--- src/rtl/edusoc_board_io_if.sv ---
// SoC-facing bundle of the board I/O bridge: GPIO words, PWM channels and
// the interrupt pending/mask/clear signals. The master side is the SoC, the
// slave side is edusoc_board_io.
interface edusoc_board_io_if #(
  parameter int CH_COUNT  = 8,
  parameter int RGB_COUNT = 2
);
  logic [31:0]          gpio_out;
  logic [3*RGB_COUNT-1:0] pwm;
  logic [31:0]          gpio_in;
  logic [CH_COUNT-1:0]  irq_mask;
  logic [CH_COUNT-1:0]  irq_clear;
  logic [CH_COUNT-1:0]  irq_pending;
  logic                 irq;

  modport master (
    output gpio_out, pwm, irq_mask, irq_clear,
    input  gpio_in, irq_pending, irq
  );

  modport slave (
    input  gpio_out, pwm, irq_mask, irq_clear,
    output gpio_in, irq_pending, irq
  );
endinterface

--- src/rtl/edusoc_board_io.sv ---
// Board I/O bridge between Arty-7 style pins and the EduSoC GPIO/PWM/IRQ signals.
// Buttons and switches are synchronised and debounced, mapped into gpio_in[16+],
// and their edges latch sticky pending flags that form a level interrupt.
// Optional feature macro: EDUSOC_BOARD_IO_RELEASE_EVENT_EN -- when defined,
// button releases also raise pending flags (switches always flag both edges).
module edusoc_board_io #(
  parameter int BUTTON_COUNT    = 4,
  parameter int SWITCH_COUNT    = 4,
  parameter int LED_COUNT       = 4,
  parameter int RGB_COUNT       = 2,
  parameter int SYNC_STAGES     = 2,
  parameter int DEBOUNCE_CYCLES = 100000
) (
  input  logic                      clk,
  input  logic                      resn,
  input  logic [BUTTON_COUNT-1:0]   board_button,
  input  logic [SWITCH_COUNT-1:0]   board_switch,
  output logic [LED_COUNT-1:0]      board_led,
  output logic [3*RGB_COUNT-1:0]    board_led_rgb,
  edusoc_board_io_if.slave          soc
);

  localparam int CH    = BUTTON_COUNT + SWITCH_COUNT;
  localparam int CNT_W = $clog2(DEBOUNCE_CYCLES);
  localparam logic [CNT_W-1:0] CNT_MAX = CNT_W'(DEBOUNCE_CYCLES - 1);

  // Channels whose 1->0 debounced transition raises an event.
`ifdef EDUSOC_BOARD_IO_RELEASE_EVENT_EN
  localparam logic [CH-1:0] FALL_SEL = {CH{1'b1}};
`else
  localparam logic [CH-1:0] FALL_SEL = {{SWITCH_COUNT{1'b1}}, {BUTTON_COUNT{1'b0}}};
`endif

  logic [CH-1:0]                  raw;
  logic [SYNC_STAGES-1:0][CH-1:0] sync_q, sync_d;
  logic [CH-1:0]                  stable_q, stable_d;
  logic [CH-1:0][CNT_W-1:0]       cnt_q, cnt_d;
  logic [CH-1:0]                  pending_q, pending_d;
  logic [CH-1:0]                  synced;
  logic [CH-1:0]                  event_w;
  logic [31:0]                    gpio_in_w;
  logic [3*RGB_COUNT-1:0]         rgb_w;
  logic                           unused_gpio;

  assign raw    = {board_switch, board_button};
  assign synced = sync_q[SYNC_STAGES-1];

  // Shift raw pins through the synchroniser chain.
  always_comb begin
    sync_d[0] = raw;
    for (int s = 1; s < SYNC_STAGES; s++) begin
      sync_d[s] = sync_q[s-1];
    end
  end

  // Debounce: a differing synced level must persist DEBOUNCE_CYCLES edges to be accepted.
  always_comb begin
    stable_d = stable_q;
    cnt_d    = '0;
    for (int i = 0; i < CH; i++) begin
      if (synced[i] != stable_q[i]) begin
        if (cnt_q[i] == CNT_MAX) begin
          stable_d[i] = synced[i];
        end else begin
          cnt_d[i] = cnt_q[i] + CNT_W'(1);
        end
      end
    end
  end

  // Edge events latch into sticky flags; a coincident clear loses to a new event.
  always_comb begin
    event_w   = (stable_d & ~stable_q) | (~stable_d & stable_q & FALL_SEL);
    pending_d = (pending_q & ~soc.irq_clear) | event_w;
  end

  // All input-path state, cleared by the synchronous active-low reset.
  always_ff @(posedge clk) begin
    if (!resn) begin
      sync_q    <= '0;
      stable_q  <= '0;
      cnt_q     <= '0;
      pending_q <= '0;
    end else begin
      sync_q    <= sync_d;
      stable_q  <= stable_d;
      cnt_q     <= cnt_d;
      pending_q <= pending_d;
    end
  end

  // Debounced inputs occupy the upper half of the GPIO input word.
  always_comb begin
    gpio_in_w          = '0;
    gpio_in_w[16 +: CH] = stable_q;
  end

  // Each RGB LED ORs its PWM triple with a GPIO nibble starting at bit 8.
  always_comb begin
    rgb_w = '0;
    for (int k = 0; k < RGB_COUNT; k++) begin
      rgb_w[3*k +: 3] = soc.pwm[3*k +: 3] | soc.gpio_out[8+4*k +: 3];
    end
  end

  assign soc.gpio_in     = gpio_in_w;
  assign soc.irq_pending = pending_q;
  assign soc.irq         = |(pending_q & soc.irq_mask);
  assign board_led       = soc.gpio_out[LED_COUNT-1:0];
  assign board_led_rgb   = rgb_w;
  assign unused_gpio     = ^soc.gpio_out;

endmodule

--- src/flat_wrapper.sv ---
// flat-port wrapper written by rule: the top's interface ports become plain ports
module edusoc_board_io_flat 
#(
  parameter int BUTTON_COUNT    = 4,
  parameter int SWITCH_COUNT    = 4,
  parameter int LED_COUNT       = 4,
  parameter int RGB_COUNT       = 2,
  parameter int SYNC_STAGES     = 2,
  parameter int DEBOUNCE_CYCLES = 100000
)
  (clk, resn, board_button, board_switch, board_led, board_led_rgb, soc_gpio_out, soc_pwm, soc_irq_mask, soc_irq_clear, soc_gpio_in, soc_irq_pending, soc_irq);
  edusoc_board_io_if #(.CH_COUNT(8), .RGB_COUNT(RGB_COUNT)) soc_i ();
  input  logic clk;
  input  logic resn;
  input  logic [BUTTON_COUNT-1:0] board_button;
  input  logic [SWITCH_COUNT-1:0] board_switch;
  output logic [LED_COUNT-1:0] board_led;
  output logic [3*RGB_COUNT-1:0] board_led_rgb;
  input wire logic [$bits(soc_i.gpio_out)-1:0] soc_gpio_out;
  input wire logic [$bits(soc_i.pwm)-1:0] soc_pwm;
  input wire logic [$bits(soc_i.irq_mask)-1:0] soc_irq_mask;
  input wire logic [$bits(soc_i.irq_clear)-1:0] soc_irq_clear;
  output wire logic [$bits(soc_i.gpio_in)-1:0] soc_gpio_in;
  output wire logic [$bits(soc_i.irq_pending)-1:0] soc_irq_pending;
  output wire logic [$bits(soc_i.irq)-1:0] soc_irq;
  assign soc_i.gpio_out = soc_gpio_out;
  assign soc_i.pwm = soc_pwm;
  assign soc_i.irq_mask = soc_irq_mask;
  assign soc_i.irq_clear = soc_irq_clear;
  assign soc_gpio_in = soc_i.gpio_in;
  assign soc_irq_pending = soc_i.irq_pending;
  assign soc_irq = soc_i.irq;
  edusoc_board_io #(.BUTTON_COUNT(BUTTON_COUNT), .SWITCH_COUNT(SWITCH_COUNT), .LED_COUNT(LED_COUNT), .RGB_COUNT(RGB_COUNT), .SYNC_STAGES(SYNC_STAGES), .DEBOUNCE_CYCLES(DEBOUNCE_CYCLES)) u_core (.clk(clk), .resn(resn), .board_button(board_button), .board_switch(board_switch), .board_led(board_led), .board_led_rgb(board_led_rgb), .soc(soc_i));
endmodule
--- config.mk ---
export PLATFORM = sky130hd
export DESIGN_NAME = edusoc_board_io_flat
export DESIGN_NICKNAME = d
export VERILOG_FILES = /design/src/rtl/edusoc_board_io_if.sv /design/src/rtl/edusoc_board_io.sv /design/src/flat_wrapper.sv
export SDC_FILE = /design/constraint.sdc
export NUM_CORES = 1
export LEC_CHECK = 0
export BUFFER_PORTS_ARGS = -buffer_cell sky130_fd_sc_hd__buf_2
export CORE_ASPECT_RATIO = 0.6
export CORE_MARGIN = 2
export CORE_UTILIZATION = 55
export CTS_BUF_LIST = sky130_fd_sc_hd__clkbuf_2 sky130_fd_sc_hd__clkbuf_4 sky130_fd_sc_hd__clkbuf_8
export CTS_CLUSTER_SIZE = 40
export DETAILED_ROUTE_END_ITERATION = 10
export PLACE_DENSITY_LB_ADDON = 0.08
export SLEW_MARGIN = 5
export SYNTH_ARGS = -nofsm -noshare
export SYNTH_HDL_FRONTEND = slang
export SYNTH_SLANG_ARGS = --single-unit
--- constraint.sdc ---
create_clock -name clk -period 5.47 [get_ports clk]
set_input_delay 1.094 -clock clk [delete_from_list [all_inputs] [get_ports clk]]
set_output_delay 1.094 -clock clk [all_outputs]
set_load 0.01 [all_outputs]
==> flow_metrics.tcl <==
set metrics [dict create \
    final-setup-viol-count 0 \
    wl_per_cell_um 13.5 \
    synth_top_area_frac 0.451 \
    grt_overflow_total 0 \
    finalCritPeriodShare 0.522 \
    fin_nets 966 \
    timing.rr.start "u_core.cnt_q[34]" \
    synth_edf_count 0 \
    required_ps 4380 \
    slew_violations 0 \
    vias 5853 \
    yosys_warnings 0 \
    grt_max_degree 32 \
    p_sw_w 0.000479 \
    synth_seq_cells 168 \
    setup_tns_ps 0 \
    antenna_found_initial 0 \
    dpl_cell_area_um2 7770 \
    rsz0062_at_grt "false" \
    antenna_left 0 \
    worstSetupStartpoint "soc_irq_mask[2]" \
    hold_path_class "reg -> reg" \
    end_kind "output pin" \
    port_buffers 60 \
    antenna_cells 0 \
    fin_skew_ps 17.6 \
    drt_wl_total_um 14500 \
    combinationalPowerShare 0.022 \
    p_int_w 0.00172 \
    stdcell_count 1077 \
    grt_first_pass_wirelength_um 25200 \
    power_frac_seq 0.562 \
    holdBufCountCts 0 \
    synthArstFlopShare 0 \
    synth.yosys.seq_area_share 0.451 \
    status "finished clean" \
    synth.largest_area_cell "dfxtp_1" \
    reg2reg_slack_ps 3150 \
    r2r_end "u_core.cnt_q[37]" \
    gr-usage-all-layers 0.209 \
    root_buffer "clkbuf_8" \
    synthTopCellsByArea "dfxtp_1 45%, xnor2_1 8.6%, nor2_1 7.3%" \
    arrival_ps 1760 \
    maxSlewHeadroom 0.576 \
    grt_pass1_vias 5423 \
    fin_crit_ps 2860 \
    post-cts-setup-buffers 0 \
    num_rows 32 \
    io_pins 115 \
    drv_cap 0 \
    start_kind "primary input" \
    final_cell_area_um2 8190 \
    cp_slowest_stage_delay_ps 300 \
    firstDrtPassIters 4 \
    worstSetupPathType "in -> out" \
    drc_errors 0 \
    fill_cells 1124 \
    drive_above_1_share 0.120 \
    die_area_um2 14600 \
    syn_to_final_growth_pct 9.74 \
    netlist_area_um2 7460 \
    synth.distinct_cells 44 \
    worst_path_max_delay_cell "a22oi_1" \
    switching_share 0.218 \
    max_freq_mhz 350 \
    leakagePower_nw 2.70 \
    post_cts_resize_count 0 \
    htree_levels 4 \
    dr.first_iter.drc_count 351 \
    power.density_nw_per_um2 268 \
    cts_buffer_depth 2 \
    fin_util 0.628 \
    post_drt_via_cell_ratio 5.43 \
    ff2ff_path_depth 5 \
    path_max_fanout 1 \
    dp_hpwl_um 10200 \
    insertion_delay_ps 440 \
    initial_utilization 0.572 \
    core_um2 13100 \
    endpoint "soc_irq" \
    path_clk_slew_ps 80 \
    cpMostUsedCell "buf_2" \
    cts.sinks 168 \
    die_h_um 94.2 \
    hold_viol 0 \
    ir_drop_v 0.000152 \
    synthCells 838 \
    place_inst 1045 \
    synthFlopType "dfxtp_1" \
    cts_made_buffers 17 \
    p_clk_frac 0.416 \
    worstMarginPinSlew_ps 635 \
    die_w_um 154 \
    crit_chain "buf_2 > a22oi_1 > nand4_1 > buf_2" \
    avgSynthCellArea_um2 8.91 \
    cts_tree "built" \
    place_congestion 0.872 \
]
-- final cells by class --
| cell class | count | area [µm²] | share of cell area |
|---|---|---|---|
| multi-input cells | 626 | 3820 | 0.466 |
| flip-flops and latches | 168 | 3360 | 0.411 |
| clock buffers | 23 | 304 | 0.0371 |
| repair buffers | 60 | 300 | 0.0367 |
| well taps | 170 | 213 | 0.0260 |
| clock inverters | 9 | 114 | 0.0139 |
| inverters | 21 | 78.8 | 0.00962 |
-- logic make-up after synthesis --
group,after synthesis,share of synthesized area
compound gates,32,0.0292
xor+xnor,120,0.141
fa+ha+maj,8,0.0134
buf+inv,67,0.0494
flops,168,0.451
mux,7,0.00939
other cells,1,0.000502
simple gates,435,0.307
-- worst min-delay path by stage --
stage / startpoint / depth (start not counted) / to / slack [ps]
after floorplan: u_core.sync_d[8] / 1 / u_core.synced[0] / 410
after detailed placement: u_core.sync_d[9] / 1 / u_core.synced[1] / 420
final: u_core.sync_d[14] / 1 / u_core.synced[6] / 440
after CTS: u_core.sync_d[9] / 1 / u_core.synced[1] / 440
after global routing: u_core.sync_d[14] / 1 / u_core.synced[6] / 450
after global placement: u_core.sync_d[12] / 1 / u_core.synced[4] / 420
-- stage by stage --
| stage | setup WS, ps | total power, W | hold slack, ps |
|---|---|---|---|
| after floorplan | 2960 | 0.00131 | 412 |
| after global placement | 2540 | 0.00131 | 417 |
| after detailed placement | 2520 | 0.00131 | 419 |
| after CTS | 2540 | 0.00222 | 440 |
| after global routing | 2520 | 0.00228 | 446 |
| final | 2610 | 0.00220 | 436 |
-- cells in the final DEF, fill, tap and decap left out, types with 4 or more instances in the layout --
master | synthesis | routed
a21oi_1 | 13 | 13
ha_1 | 8 | 8
nor3_1 | 20 | 20
mux2i_1 | 7 | 7
nand3_1 | 56 | 56
nand4_1 | 47 | 47
clkbuf_8 | 0 | 21
o31ai_1 | 4 | 4
or2_2 | 10 | 10
nor4bb_1 | 6 | 6
nand2_1 | 40 | 40
or4_1 | 6 | 6
and4_1 | 13 | 13
dfxtp_1 | 168 | 168
nor4b_1 | 4 | 4
buf_2 | 1 | 60
nor2_1 | 146 | 146
xnor2_1 | 73 | 73
xor2_1 | 47 | 47
and2_1 | 21 | 21
nor4_1 | 34 | 34
inv_1 | 21 | 21
and3_1 | 6 | 6
conb_1 | 1 | 24
a22oi_1 | 4 | 4
or3_1 | 5 | 5
nand2b_1 | 5 | 5
-- synthesized netlist by cell type (10+ instances only) --
| cell | number |
|---|---|
| and2_1 | 21 |
| nor3_1 | 20 |
| nand3_1 | 56 |
| xnor2_1 | 73 |
| or2_2 | 10 |
| nor4_1 | 34 |
| xor2_1 | 47 |
| nand2_1 | 40 |
| nand4_1 | 47 |
| dfxtp_1 | 168 |
| nor2_1 | 146 |
| inv_1 | 21 |
| a21oi_1 | 13 |
| clkbuf_1 | 14 |
| buf_4 | 29 |
| and4_1 | 13 |
-- state kept, by name, indices dropped and copies added (netlist names) --
name	count
u_core.synced	8
u_core.cnt_q	136
u_core.soc.irq_pending	8
u_core.sync_d	8
u_core.stable_q	8
-- critical path: cells and delay by family --
| family | cells | cell delay [ps] |
|---|---|---|
| buffers and inverters | 2 | 240 |
| AOI/OAI and AO/OA | 1 | 300 |
| and+or+nand+nor | 1 | 130 |
-- routing by layer --
layer,track usage,vias up,routed length [µm]
met5,0,-,0
met4,0.0532,0,132
met3,0.0494,17,668
met2,0.327,143,6270
met1,0.293,2714,7430
li1,-,2979,-
-- power groups by stage --
stage                     combinational (W)  sequential (W)  clock [W]
after global routing              0.0000541         0.00123   0.000988
after global placement            0.0000473         0.00126          0
final                             0.0000478         0.00123   0.000914
after floorplan                   0.0000453         0.00126          0
after detailed placement          0.0000480         0.00126          0
after CTS                         0.0000482         0.00123   0.000934
Power figures use the tool's default switching activity.
